## src/rtl/fp_div_pkg.sv

```systemverilog
// fp_div_pkg: shared states and widths for the sequential single-precision divider
package fp_div_pkg;
  typedef enum logic [1:0] {IDLE, DIVIDE, NORM, DONE} state_t;
  localparam int BIAS = 127;
  localparam int EXP_W = 10;
  localparam int DEF_ITER = 26;
  localparam int FRAC_W = 23;
  localparam int MANT_W = 24;
  localparam int Q_W = 26;
  localparam int R_W = 26;
endpackage

```

## src/rtl/fp_div_round.sv

```systemverilog
// fp_div_round: round-to-nearest-even then pack with overflow-to-inf and flush-to-zero
module fp_div_round import fp_div_pkg::*; (
  input  logic                    i_sign,
  input  logic signed [EXP_W-1:0] i_exp,
  input  logic [MANT_W-1:0]       i_mant,
  input  logic                    i_guard,
  input  logic                    i_sticky,
  output logic [31:0]             o_res
);
  logic                    w_inc;
  logic [MANT_W:0]         w_sum;
  logic signed [EXP_W-1:0] w_exp;
  logic                    w_ovf;
  logic                    w_unf;
  // a carry out leaves the fraction bits zero, which is exactly mantissa 1.0
  always_comb begin
    w_inc = i_guard & (i_sticky | i_mant[0]);
    w_sum = {1'b0, i_mant} + (MANT_W+1)'(w_inc);
    w_exp = i_exp + $signed({{(EXP_W-1){1'b0}}, w_sum[MANT_W]});
    w_ovf = w_exp >= $signed(EXP_W'(255));
    w_unf = w_exp[EXP_W-1] | (w_exp == '0);
    o_res = w_ovf ? {i_sign, 8'hFF, 23'h0} : w_unf ? {i_sign, 31'h0} : {i_sign, w_exp[7:0], w_sum[FRAC_W-1:0]};
  end
endmodule

```

## src/rtl/fp_div_seq.sv

```systemverilog
// fp_div_seq: multi-cycle restoring mantissa divider producing a raw IEEE754 single quotient
module fp_div_seq import fp_div_pkg::*; #(
  parameter int ITER = DEF_ITER
) (
  input  logic        clk,
  input  logic        rst,
  input  logic        start,
  input  logic [31:0] in1,
  input  logic [31:0] in2,
  output logic        busy,
  output logic        done,
  output logic [31:0] temp_result
);
  localparam int CW = (ITER > 1) ? $clog2(ITER) : 1;
  state_t                  r_state, w_next;
  logic [CW-1:0]           r_cnt;
  logic                    r_sign;
  logic signed [EXP_W-1:0] r_exp;
  logic [MANT_W-1:0]       r_m2;
  logic [R_W-1:0]          r_rem;
  logic [Q_W-1:0]          r_q;
  logic [31:0]             r_res;
  logic                    w_ge;
  logic [R_W-1:0]          w_diff;
  logic                    w_hi;
  logic [MANT_W-1:0]       w_mant;
  logic                    w_guard;
  logic                    w_sticky;
  logic signed [EXP_W-1:0] w_exp;
  logic [31:0]             w_res;
  // state register
  always_ff @(posedge clk or posedge rst)
    if (rst) r_state <= IDLE;
    else r_state <= w_next;
  // next-state logic
  always_comb begin
    w_next = r_state;
    case (r_state)
      IDLE:    if (start) w_next = DIVIDE;
      DIVIDE:  if (r_cnt == '0) w_next = NORM;
      NORM:    w_next = DONE;
      default: w_next = IDLE;
    endcase
  end
  // one restoring step and the normalisation select that feeds rounding
  always_comb begin
    w_ge = r_rem >= {2'b0, r_m2};
    w_diff = w_ge ? r_rem - {2'b0, r_m2} : r_rem;
    w_hi = r_q[Q_W-1];
    w_mant = w_hi ? r_q[Q_W-1:2] : r_q[Q_W-2:1];
    w_guard = w_hi ? r_q[1] : r_q[0];
    w_sticky = (w_hi & r_q[0]) | (|r_rem);
    w_exp = w_hi ? r_exp : r_exp - $signed(EXP_W'(1));
  end
  fp_div_round u_round (
    .i_sign   (r_sign),
    .i_exp    (w_exp),
    .i_mant   (w_mant),
    .i_guard  (w_guard),
    .i_sticky (w_sticky),
    .o_res    (w_res)
  );
  // operand load, quotient shift-in and result capture
  always_ff @(posedge clk or posedge rst)
    if (rst) begin
      r_cnt <= '0;
      r_sign <= 1'b0;
      r_exp <= '0;
      r_m2 <= '0;
      r_rem <= '0;
      r_q <= '0;
      r_res <= '0;
    end else begin
      if (r_state == IDLE && start) begin
        r_cnt <= CW'(ITER - 1);
        r_sign <= in1[31] ^ in2[31];
        r_exp <= EXP_W'(in1[30:23]) - EXP_W'(in2[30:23]) + EXP_W'(BIAS);
        r_m2 <= {|in2[30:23], in2[22:0]};
        r_rem <= {2'b0, |in1[30:23], in1[22:0]};
        r_q <= '0;
      end else if (r_state == DIVIDE) begin
        r_cnt <= r_cnt - 1'b1;
        r_rem <= {w_diff[R_W-2:0], 1'b0};
        r_q <= {r_q[Q_W-2:0], w_ge};
      end
      if (r_state == NORM) r_res <= w_res;
    end
  assign busy = (r_state == DIVIDE) || (r_state == NORM);
  assign done = r_state == DONE;
  assign temp_result = r_res;
endmodule

```

## config.mk

```make
export PLATFORM = sky130hd
export DESIGN_NAME = fp_div_seq
export DESIGN_NICKNAME = d
export VERILOG_FILES = /design/src/rtl/fp_div_pkg.sv /design/src/rtl/fp_div_round.sv /design/src/rtl/fp_div_seq.sv
export SDC_FILE = /design/constraint.sdc
export NUM_CORES = 1
export LEC_CHECK = 0
export BUFFER_PORTS_ARGS = -buffer_cell sky130_fd_sc_hd__buf_2
export CORE_MARGIN = 5
export CORE_UTILIZATION = 50
export CTS_CLUSTER_DIAMETER = 40
export DETAILED_ROUTE_END_ITERATION = 16
export PLACE_DENSITY = 0.7
export SYNTH_ARGS = -nofsm -noshare
export SYNTH_HDL_FRONTEND = slang
export SYNTH_SLANG_ARGS = --single-unit
```

## constraint.sdc

```tcl
create_clock -name clk -period 7.5 [get_ports clk]
set_input_delay 1.5 -clock clk [delete_from_list [all_inputs] [get_ports clk]]
set_output_delay 1.5 -clock clk [all_outputs]
set_load 0.005 [all_outputs]
```

---- After elaboration in Yosys (flattened, before gate mapping) ----
Index checks and enable logic that the tools add are counted.
cells by class
  add/subtract/negate cells ............... 7
  multiply operators ...................... 0
  div/mod/pow operators ................... 0
  order comparisons ....................... 2
  equality and inequality tests ........... 5
  shifts and indexed selects .............. 0
  muxes and demuxes ....................... 15
  bitwise logic cells ..................... 6
  reductions and logical operators ........ 10
operator list
  operator                                                                               count
  26-bit two-way mux                                                                     4
  31-bit two-way mux                                                                     2
  26-bit by 24-bit greater-or-equal comparator with 1-bit output                         1
  26-bit OR reduction                                                                    1
  24-bit by 1-bit adder with 25-bit output                                               1
  25-bit two-way mux                                                                     1
  25-bit by 24-bit subtractor with 25-bit output                                         1
  24-bit two-way mux                                                                     1
  8-bit OR reduction                                                                     2
  10-bit by 2-bit adder with 10-bit output                                               1
  9-bit by 8-bit adder with 10-bit output (second input constant)                        1
  10-bit by 9-bit greater-or-equal comparator with 1-bit output (second input constant)  1
  10-bit zero test                                                                       1
  10-bit two-way mux                                                                     1
  5-bit two-way mux                                                                      2
  10-bit by 2-bit subtractor with 10-bit output (second input constant)                  1
  8-bit by 8-bit subtractor with 9-bit output                                            1
  2-bit case mux with 3 select lines                                                     1
  5-bit zero test                                                                        1
  5-bit by 1-bit subtractor with 5-bit output (second input constant)                    1
  2-bit equality test (second input constant)                                            2
  2-bit two-way mux                                                                      2
  2-bit != test (second input constant)                                                  2
  1-bit bitwise OR                                                                       3
  9 further kinds                                                                        10
storage, ports and cells
  bits in registers ....................... 126
  bits in latches ......................... 0
  RAM bits ................................ 0
  ROM bits ................................ 0
  input port bits ......................... 67
  output and inout port bits .............. 34
  logic and storage cells ................. 53
  memories ................................ 0

---- Longest topological paths before layout ----
Gate-level depths: netlist (run 1).
  depth in word-level cells ............... 10
  mapped depth ............................ 25
  mapped depth without buffers ............ 19

---- Hierarchy ----
Synthesis (run 1) repeated with hierarchy kept, for this count alone.
second synthesis, totals
  cells, all modules ...................... 960
  area, all modules ....................... 8719.6 um^2
by module, submodules not included
  module        times used  cells an instance  area an instance (um^2)  sequential area each (um^2)
  fp_div_seq    1           798                7657.3                   3153.0
  fp_div_round  1           162                1062.3                   0.0

---- Least setup slack after synthesis (run 1) ----
Ideal clock, no wire load.
  path type ............................... flip-flop to flip-flop
  start ................................... register r_q[25]
  end ..................................... register r_res[13], in the netlist temp_result[13]
  library setup time ...................... 95 ps
  data arrival time ....................... 5190 ps
  required time ........................... 7405 ps
  slack ................................... 2214 ps
  cell stages (with the launch flop) ...... 25
  buffers on the path ..................... 6
  clock period less this slack ............ 5286 ps
  path through ............................ dfrtp_1 buf_2 buf_2 clkbuf_1 clkbuf_1 buf_1 nand2_1 a21oi_1 ha_1 and4_1 and4_1 nand4_1 nor3_1 nand2_1 nor2_1 ha_1 ha_1 inv_1 a211oi_2 mux2i_1 xnor2_1 a311oi_4 nand2_2 buf_6 o32ai_2
on the way
  cells in the longest elaborated chain, start to end .. 10
  elaborated cells between the ends (all ways) .. 14
  those cells by class .................... 2 x add/sub; 1 x order compare; 5 x mux; 5 x bitwise; 1 x reduce/logical
RTL lines
  item                                                                              line                RTL
  start: declaration                                                                fp_div_seq.sv:21    logic [Q_W-1:0] r_q;
  start signal: assignment                                                          fp_div_seq.sv:84    r_q <= {r_q[Q_W-2:0], w_ge};
  branches (longest 9 deep; another with 24-bit by 1-bit adder with 25-bit output)  n/a
  31-bit two-way mux *                                                              fp_div_round.sv:22  o_res = w_ovf ? {i_sign, 8'hFF, 23'h0} : w_unf ? {i_sign, 31'h0} : {i_sign, w_exp[7:0], w_sum[FRAC_W-1:0]};
  end signal: assignment                                                            fp_div_seq.sv:86    if (r_state == NORM) r_res <= w_res;
  end: declaration                                                                  fp_div_seq.sv:22    logic [31:0] r_res;
Mark *: on every way between the ends.
A chain may end at the register's enable or synchronous reset.

---- Final worst setup path (run 1) ----
  start ................................... register r_q[25]
  end ..................................... register r_res[22], in the netlist temp_result[22]
The elaborated chain is that of the path after synthesis.

==> results.md, run 1 <==
- Total number of vias: 7,500
- Hold WC Path Type: flop to flop
- Met3 GRT Util: 0.0423
- Final Setup Violations: 0
- YS warnings: 0
- Drt wl/cell: 15.7 µm
- Die X: 142 µm
- Setup_tns: 0 ns
- Mapped cell area: 0.00870 mm²
- Synth area leader: dfrtp_1
- PD cells: 441 mW/mm²
- Area grow syn2layout: 14.0%
- Critical Path Source Type: flop
- Status: finished, final reports clean
- Nets: 1,191
- Die Height: 142 µm
- Buf+Inv Stages, Crit Path: 2
- # IOs: 101
- DP HPWL: 14.5 mm
- Clock Root Buffer: clkbuf_16
- Critical path's slowest cell: dfrtp_2
- Final Hold Fails: 0
- P_leak: 4.42 nW
- Sink Count: 126
- Most congested layer reported by global routing: met2
- Seq/Total Area, Yosys: 0.362
- H-tree depth: 4
- Slew Limit Fails: 0
- Port Buf Inserts: 100
- Fin crit period: 5.35 ns
- Post-synth ARST share: 1.00
- Core Area: 0.0172 mm²
- RSZ-0062 raised after global routing: no
- Comb pwr share: 0.548
- Post-Synth Adder-Cell Area: 0.0664
- Max stage delay on crit path: 0.58 ns
- Largest family of logic cells by synthesized area: compound AO/OA/AOI/OAI gates
- Overflow left after global routing: 0
- Max rail drop VDD: 0.235 mV
- Final estimated routing congestion in global placement: 0.860
- Final core occ: 0.578
- Max-Cap Viols: 0
- Number of synthesized flops with an enable pin: 0
- Internal Pwr Total: 2.42 mW
- Sequential share of power: 0.253
- Most used DFF post-synth: dfrtp_1
- CTS hold repair buffers: 0
- CP arrival: 5.69 ns
- Post_cts resized: 0
- Num rows: 48
- Vias per inst: 5.69
- Post CTS Setup Buffer Count: 0
- Synthesized-area fraction occupied by xor and xnor cells: 0.0473
- Crit path kind: flop to flop
- Vias in the first global route: 7,219
- Compound-Gate Fraction of Synth Area: 0.242
- First DRT Iteration DRCs: 474
- CP top delay family: simple AND/OR/NAND/NOR gates
- First-pass GRT wire length: 35.2 mm
- CTS tree: built
- # fillers: 1,556
- Top cell type's share of synthesized area: 0.362
- Syn Nets: 1,126
- Sw Share: 0.446
- Largest net degree at the start of global routing: 109
- Mean area per synthesized cell: 8.58 µm²
- Clk_lat worst skew: 0.43 ns
- Layout cells sized above 1: 0.155
- Initial antenna violation count: 0
- Routed wire length: 20.7 mm
- Setup Skew: 0.0190 ns
- Switch Pwr: 1.95 mW
- Period utilisation layout: 0.713
- F_max: 0.187 GHz
- Met1 Use GR: 0.291
- Die area: 0.0201 mm²
- Initial core utilization: 0.507
- Critical path capture point type: flop
- Worst slew margin: 0.314
- Crit Path Max Fanout: 40
- Yosys cell types: 72
- Worst-Margin Slew: 1.03 ns
- #FFs+latches synth: 126
- TritonCTS Buffers: 17
- GRT Total Usage: 0.212
- Simple-gate share of the synthesized area: 0.167
- Most frequent CP cell: ha_1
- Clock buffer depth: 2
- Post-synthesis mux area share: 0.0575
- DRC: 0
- Critical path required time: 7.84 ns
- Post-Syn Instances: 1,014
- DRT antenna net count: 0
- Clock slew at reported path FFs: 0.06 ns
- Diode count: 0
- Most area-consuming cells after synthesis: dfrtp_1 36%, ha_1 6.2%, o21ai_0 5.7%, mux2i_1 4.7%, a21oi_1 4.5%
- Clock Power Share: 0.199
- GR Layer Usage met2: 0.338
- Critical-path cell list: buf_4 -> nand2b_1 -> a21oi_1 -> ha_1 -> and4_1 -> and4_1 -> nand4_1 -> nor3_1 -> nand2_1 -> nor2_1 -> ha_1 -> ha_1 -> inv_1 -> a211oi_2 -> mux2i_1 -> xnor2_1 -> a311oi_4 -> nand2_2 -> o32ai_2
- Pre-Repair DR Iteration Count: 7
[power groups by stage]
stage | Sequential (mW) | Clock, mW | Combinational (mW)
floorplan | 1.05 | 0 | 1.92
global placement | 1.11 | 0 | 2.35
detailed placement | 1.11 | 0 | 2.38
CTS | 1.11 | 0.883 | 2.40
global route | 1.14 | 0.914 | 2.71
finish | 1.11 | 0.870 | 2.40
[state kept, by name, summed over array words and instances, names as in the netlist]
register and count:
r_cnt 5, r_exp 10, r_m2 24, r_q 26, r_rem 26, r_sign 1
r_state 2, temp_result 32
[metrics by stage]
| step | hold WS (ns) | cells | area (µm²) | worst slack [ns] | total power [mW] |
|---|---|---|---|---|---|
| after global routing | 0.498 | 1317 | 9920 | 1.67 | 4.77 |
| after floorplan | 0.444 | 1014 | 8700 | 2.21 | 2.97 |
| after global placement | 0.458 | 1285 | 9300 | 2.36 | 3.46 |
| after detailed placement | 0.467 | 1285 | 9300 | 2.18 | 3.49 |
| final | 0.472 | 1317 | 9920 | 2.15 | 4.38 |
| after CTS | 0.480 | 1317 | 9920 | 2.11 | 4.39 |
[layer usage]
metal	up-vias	part of all wire
met5	-	0
met4	0	0.017
met3	23	0.043
met2	160	0.48
met1	3534	0.46
li1	3783	-
[worst register-to-register path, stage by stage (launching register included)]
cell	delay, ns
dfrtp_2	0.58
buf_4	0.33
nand2b_1	0.22
a21oi_1	0.14
ha_1	0.23
and4_1	0.25
and4_1	0.26
nand4_1	0.16
nor3_1	0.42
nand2_1	0.15
nor2_1	0.15
ha_1	0.21
ha_1	0.22
inv_1	0.09
a211oi_2	0.36
mux2i_1	0.28
xnor2_1	0.15
a311oi_4	0.40
nand2_2	0.34
o32ai_2	0.33
[cells by family (layout without fill, tap and decap cells)]
logic type	count (synthesis)	in the layout
AOI/OAI and AO/OA	322	322
and+or+nand+nor	298	298
adders and majority gates	45	45
buffers and inverters	128	206
muxes	48	48
xor gates and xnor gates	47	47
DFF	126	126
[layout make-up]
class	instances	area, µm²	area share
multi-input combinational	760	5060	0.510
sequential	126	3150	0.318
timing repair buffer	105	538	0.0542
clock buffer	20	467	0.0470
tap	225	282	0.0284
inverter	69	262	0.0263
clock inverter	12	159	0.0160
[cell usage in the layout, fill, tap and decap left out, drive strengths merged, types with 15 or more instances in the layout]
master / count
a21oi: 78
nand2: 100
nor2: 66
ha: 43
xor2: 20
a211oi: 22
a21o: 15
dfrtp: 126
nand3: 24
clkbuf: 20
nor2b: 15
mux2i: 42
buf: 105
xnor2: 27
inv: 71
o2bb2ai: 15
o21ai: 102
[Yosys cell counts, drive strengths merged (13+ instances only)]
library cell and n:
nor2 66, o21ai 102, nand2 100, nor4 13, ha 43, xor2 20, or3 13, nor3 13
clkbuf 47, a21o 15, a21oi 78, inv 69, nand3 24, a211oi 22, dfrtp 126, mux2i 42
xnor2 27, nor2b 15, o2bb2ai 15
[worst paths after layout]
| kind | from | endpoint | slack (ns) | depth (start not counted) |
|---|---|---|---|---|
| worst max-delay path | r_q[25] | temp_result[22] | 2.15 | 19 |
| worst min-delay path | r_sign | r_sign | 0.47 | 2 |
| worst max register to register | r_q[25] | temp_result[22] | 2.15 | 19 |
| worst min register to register | r_sign | r_sign | 0.47 | 2 |
| max in group asynchronous | rst | r_q[25] | 4.96 | 3 |
| min in group asynchronous | rst | temp_result[7] | 1.22 | 2 |
No activity file was read; power rests on OpenSTA's default activity.
==> run 2, diff against run 1 <==
PLACE_DENSITY = 0.73   (was 0.7)
clock period = 4.55 ns   (was 7.5 ns; I/O delays follow)
==> results.md, run 2 (synthesis gave the netlist of run 1 again) <==
- Crit path kind: flop to flop
- Port Buf Inserts: 100
- Nets: 1,200
- Crit Path Max Fanout: 19
- Final core occ: 0.589
- Final estimated routing congestion in global placement: 0.883
- # IOs: 101
- Critical path capture point type: flop
- Design area: 0.0101 mm²
- DP HPWL: 15.1 mm
- Max-Cap Viols: 0
- Pre-Repair DR Iteration Count: 5
- GRT Total Usage: 0.214
- Final Hold Fails: 0
- Fin crit period: 4.21 ns
- Hold path depth: 1
- Critical path required time: 4.80 ns
- Buf+Inv Stages, Crit Path: 1
- Core Area: 0.0172 mm²
- Max stage delay on crit path: 0.58 ns
- CP arrival: 4.47 ns
- Largest net degree at the start of global routing: 109
- DRT antenna net count: 0
- Commonest non-fill, non-tap cell in the layout: dfrtp_1
- PD cells: 736 mW/mm²
- Clk_lat worst skew: 0.42 ns
- Post-DP Area: 0.00940 mm²
- Worst slew margin: 0.316
- First-pass GRT wire length: 35.7 mm
- Hold WC Path Type: flop to flop
- Die Height: 142 µm
- Largest register FFs: 32
- Most frequent CP cell: nand2_1
- Clock slew at reported path FFs: 0.06 ns
- Commonest cells after routing, fill and taps aside: 125 x dfrtp_1, 100 x buf_2, 99 x nand2_1, 99 x o21ai_0, 77 x a21oi_1
- CP top delay family: simple AND/OR/NAND/NOR gates
- Status: finished, final reports clean
- DRC: 0
- Die X: 142 µm
- Critical Path Source Type: flop
- Num rows: 48
- Layout cells sized above 1: 0.167
- Max rail drop VDD: 0.366 mV
- Die area: 0.0201 mm²
- Vias in the first global route: 7,304
- Drt wl/cell: 16.1 µm
- Worst setup margin: 0.339 ns
- Crit. path cell count: 16
- Place WS: 0.0696 ns
- Fin cells: 1,326
- Diode count: 0
- R2R depth: 16
- RSZ-0062 raised after global routing: no
- Overflow left after global routing: 0
- Clock Root Buffer: clkbuf_16
- Initial core utilization: 0.507
- P_leak: 4.49 nW
- H-tree depth: 4
- Initial antenna violation count: 0
- Critical-path cell list: buf_4 -> nand2b_1 -> a211oi_1 -> and4_2 -> nand4_1 -> nor3_2 -> nand2_1 -> nor2_1 -> ha_2 -> nand2_1 -> o21ai_2 -> mux2i_1 -> xor2_2 -> o41a_4 -> nand2_8 -> o32ai_2
- F_max: 0.237 GHz
- Setup Skew: 0.00797 ns
- Clock buffer depth: 2
- Vias per inst: 5.78
- Routed wire length: 21.3 mm
- Placed cell count: 1,289
- Sink Count: 126
- Final Setup Violations: 0
- # fillers: 1,575
- Slew Limit Fails: 0
- Period utilisation layout: 0.926
- CTS tree: built
- TritonCTS Buffers: 17
- Worst-Margin Slew: 1.03 ns
- Setup_tns: 0 ns
- First DRT Iteration DRCs: 491
- Critical path's slowest cell: o41a_4
- Total number of vias: 7,666
- Area grow syn2layout: 16.3%
[run 2: per-layer routing]
layer,vias up,global-route usage,share of wire
met5,-,0,0
met4,0,0.0717,0.022
met3,36,0.0444,0.053
met2,223,0.340,0.48
met1,3605,0.293,0.45
li1,3802,-,-
[run 2: through the flow]
step                      hold slack, ns  total power [mW]
after detailed placement           0.473              5.82
after global placement             0.460              5.74
after floorplan                    0.444              4.94
final                              0.481              7.45
after CTS                          0.486              7.38
after global routing               0.503              8.07
[run 2: timing repair]
item | in CTS | in global routing
gates resized for setup | 0 | 4
hold buffers | 0 | 0
endpoints found under the setup margin | 0 | 29
setup buffers | 0 | 4
[run 2: path summary, 6_finish.rpt]
kind / startpoint / to / slack (ns)
worst max-delay path: r_q[25] / temp_result[22] / 0.34
max in group asynchronous: rst / r_rem[18] / 3.10
worst min-delay path: temp_result[16] / temp_result[16] / 0.48
worst max register to register: r_q[25] / temp_result[22] / 0.34
worst min register to register: temp_result[16] / temp_result[16] / 0.48
min in group asynchronous: rst / temp_result[9] / 0.63
[run 2: final cells by class]
type	instances	area, µm²	share of cell area
timing repair buffer	113	611	0.0603
clock buffer	17	425	0.0420
sequential	126	3150	0.312
inverter	69	262	0.0258
multi-input combinational	761	5150	0.509
tap	225	282	0.0278
clock inverter	15	235	0.0232
[run 2: power by group]
part / internal, mW / switching (mW) / leakage, nW / total [mW]
registers: 1.50 / 0.342 / 1.60 / 1.84
logic: 1.65 / 2.45 / 2.58 / 4.10
clock network: 0.981 / 0.532 / 0.315 / 1.51
total: 4.12 / 3.33 / 4.49 / 7.45
==> run 3, diff against run 2 <==
SYNTH_HIERARCHICAL = 1   (was not set)
clock period = 3.4 ns   (was 4.55 ns; I/O delays follow)
==> results.md, run 3 <==
- Pre-Repair DR Iteration Count: 5
- Max stage delay on crit path: 0.42 ns
- Post-Syn Instances: 960
- Total number of vias: 7,771
- Slew Limit Fails: 0
- Most frequent CP cell: ha_4
- Max-Cap Viols: 0
- First-pass GRT wire length: 36.7 mm
- First DRT Iteration DRCs: 606
- Crit Path Max Fanout: 6
- RSZ-0062 raised after global routing: yes
- Worst setup margin: -0.492 ns
- Fin cells: 1,384
- CTS hold repair buffers: 0
- Mapped cell area: 0.00872 mm²
- # IOs: 101
- Final Hold Fails: 0
- Mean area per synthesized cell: 9.08 µm²
- Clock Root Buffer: clkbuf_16
- Sw Share: 0.436
- Worst R2R Setup Slack: -0.49 ns
- Initial antenna violation count: 0
- Commonest cells after routing, fill and taps aside: 126 x dfrtp_1, 102 x buf_4, 100 x buf_2
- PD cells: 1030 mW/mm²
- CP arrival: 4.19 ns
- Crit. path cell count: 19
- Nets: 1,259
- Area grow syn2layout: 29.2%
- RR Endpoint: temp_result[19]
- Fin crit period: 3.89 ns
- CTS tree: built
- R2R depth: 19
- Syn Nets: 1,073
- Crit path kind: flop to flop
- Critical path capture point type: flop
- Diode count: 0
- Final Setup Violations: 31
- Top cell type's share of synthesized area: 0.362
- Critical path required time: 3.70 ns
- Count leader, synth: dfrtp_1
- GRT Total Usage: 0.221
- Clk_lat worst skew: 0.42 ns
- F_max: 0.257 GHz
- Initial core utilization: 0.508
- Commonest cells post-synth: 126 x dfrtp_1, 95 x nor2_1, 76 x nand2_1, 57 x mux2_2, 56 x inv_1
- Critical path's slowest cell: dfrtp_1
- Hold_ws: 0.405 ns
- Core Area: 0.0172 mm²
- Vias in the first global route: 7,400
- Sequential share of power: 0.208
- Critical Path Source Type: flop
- Setup Skew: 0.0122 ns
- Violated checks: negative setup slack
- Die Height: 142 µm
- Clock slew at reported path FFs: 0.06 ns
- YS warnings: 6
- Most used DFF post-synth: dfrtp_1
- Max rail drop VDD: 0.607 mV
- Buf+Inv Stages, Crit Path: 3
- Final core occ: 0.656
- Seq/Total Area, Yosys: 0.362
- Layout cells sized above 1: 0.321
- DRT antenna net count: 0
- Overflow left after global routing: 0
- Vias per inst: 5.61
- RR Startpoint: r_q[25]
- Status: complete, but fails checks
- Die X: 142 µm
- Critical-path cell list: buf_4 -> mux2_4 -> o21a_1 -> ha_4 -> ha_4 -> nand2_2 -> or3_4 -> nor4_4 -> and3_4 -> ha_4 -> ha_4 -> and4_4 -> buf_6 -> nand4b_1 -> o21ai_2 -> a2bb2oi_4 -> clkbuf_16 -> nor4_2 -> mux2_4
- Period utilisation layout: 1.14
- Die area: 0.0202 mm²
- H-tree depth: 4
- Most area-consuming cells after synthesis: dfrtp_1 36%, mux2_2 7.4%, ha_1 6.5%, xnor2_1 4.1%, nor2_1 4.1%
- Drt wl/cell: 16.4 µm
- Yosys cell types: 80
- Number of synthesized flops with an enable pin: 0
- #FFs+latches synth: 126
- CP Capture Point: temp_result[19]
- Internal Pwr Total: 6.56 mW
- Largest net degree at the start of global routing: 91
- Placed cell count: 1,344
- P_leak: 5.21 nW
- Num rows: 48
- CP top delay family: simple AND/OR/NAND/NOR gates
- # fillers: 1,384
- Largest register FFs: 32
- DP HPWL: 15.9 mm
- Worst-Margin Slew: 0.979 ns
- Synth area leader: dfrtp_1
- Clock buffer depth: 2
- DRC: 0
- Clock Power Share: 0.171
- Routed wire length: 22.6 mm
- Final estimated routing congestion in global placement: 0.908
- Worst slew margin: 0.348
- Comb pwr share: 0.621
- Sink Count: 126
- Place WS: -0.516 ns
- Commonest non-fill, non-tap cell in the layout: dfrtp_1
- Port Buf Inserts: 100
- Post-synth ARST share: 1.00
- Switch Pwr: 5.07 mW
- Hold WC Path Type: input port to async pin
- Setup crit start: r_q[25]
- TritonCTS Buffers: 17
- Setup_tns: -12.35 ns
-- run 3: changes by cell type after synthesis, sizes merged, moves of 14 or more --
cell     before  now
mux2          6   57
o21ai       102   62
a21oi        78   47
nor2         66   95
nor4         13   38
nand2       100   77
clkbuf       47   30
nor3         13   30
a211oi       22    6
o2bb2ai      15    1
xnor2        27   41
-- run 3: how the worst min path moves through the flow --
stage,from,to,slack [ns],cells past startpoint
after CTS,rst,r_cnt[3],0.43,3
final,rst,r_cnt[2],0.40,3
after global routing,rst,r_m2[20],0.46,3
after floorplan,r_sign,r_sign,0.45,2
after detailed placement,r_sign,r_sign,0.47,2
after global placement,r_sign,r_sign,0.46,2
-- run 3: tightest hold or removal path, stage by stage --
cell and delay, ns:
buf_2 0.11, clkinvlp_4 0.08, buf_12 0.38
-- run 3: metal layers --
| metal | GRT usage | wire length [µm] | up-vias |
|---|---|---|---|
| li1 | - | - | 3829 |
| met2 | 0.326 | 9920 | 262 |
| met3 | 0.0397 | 1480 | 29 |
| met5 | 0 | 0 | - |
| met1 | 0.336 | 10900 | 3651 |
| met4 | 0.0581 | 317 | 0 |
-- run 3: cell families after synthesis --
family,after synthesis,share of synthesized area
and+or+nand+nor,331,0.194
AOI/OAI and AO/OA,193,0.145
DFF,126,0.362
buffers and inverters,101,0.0481
muxes,92,0.114
xor gates and xnor gates,70,0.0703
adders and majority gates,47,0.0682
-- run 3: power groups by stage --
stage | clock [mW] | combinational, mW | sequential [mW]
after CTS | 2.01 | 6.96 | 2.40
after global placement | 0 | 6.72 | 2.40
after detailed placement | 0 | 6.82 | 2.42
after global routing | 2.08 | 7.88 | 2.48
after floorplan | 0 | 4.81 | 2.40
final | 1.99 | 7.22 | 2.42
-- run 3: repair_timing --
item                       CTS  global route
cloned                       0             2
setup endpoints to repair   31            34
gates resized for setup     13            26
pin swaps                    2             6
buffers inserted             2             4
-- run 3: area by class of cell --
class | count | area (µm²) | share of cell area
Clock buffer | 21 | 480 | 0.0426
Sequential cell | 126 | 3150 | 0.280
Inverter | 56 | 214 | 0.0190
Tap cell | 225 | 282 | 0.0250
Clock inverter | 11 | 161 | 0.0143
Timing Repair Buffer | 212 | 1440 | 0.127
Multi-Input combinational cell | 733 | 5540 | 0.492
-- run 3: through the flow --
stage | instance area, µm² | total power, mW
final | 11300 | 11.6
after floorplan | 8930 | 7.21
after detailed placement | 10300 | 9.24
after CTS | 11000 | 11.4
after global placement | 10300 | 9.12
after global routing | 11300 | 12.4
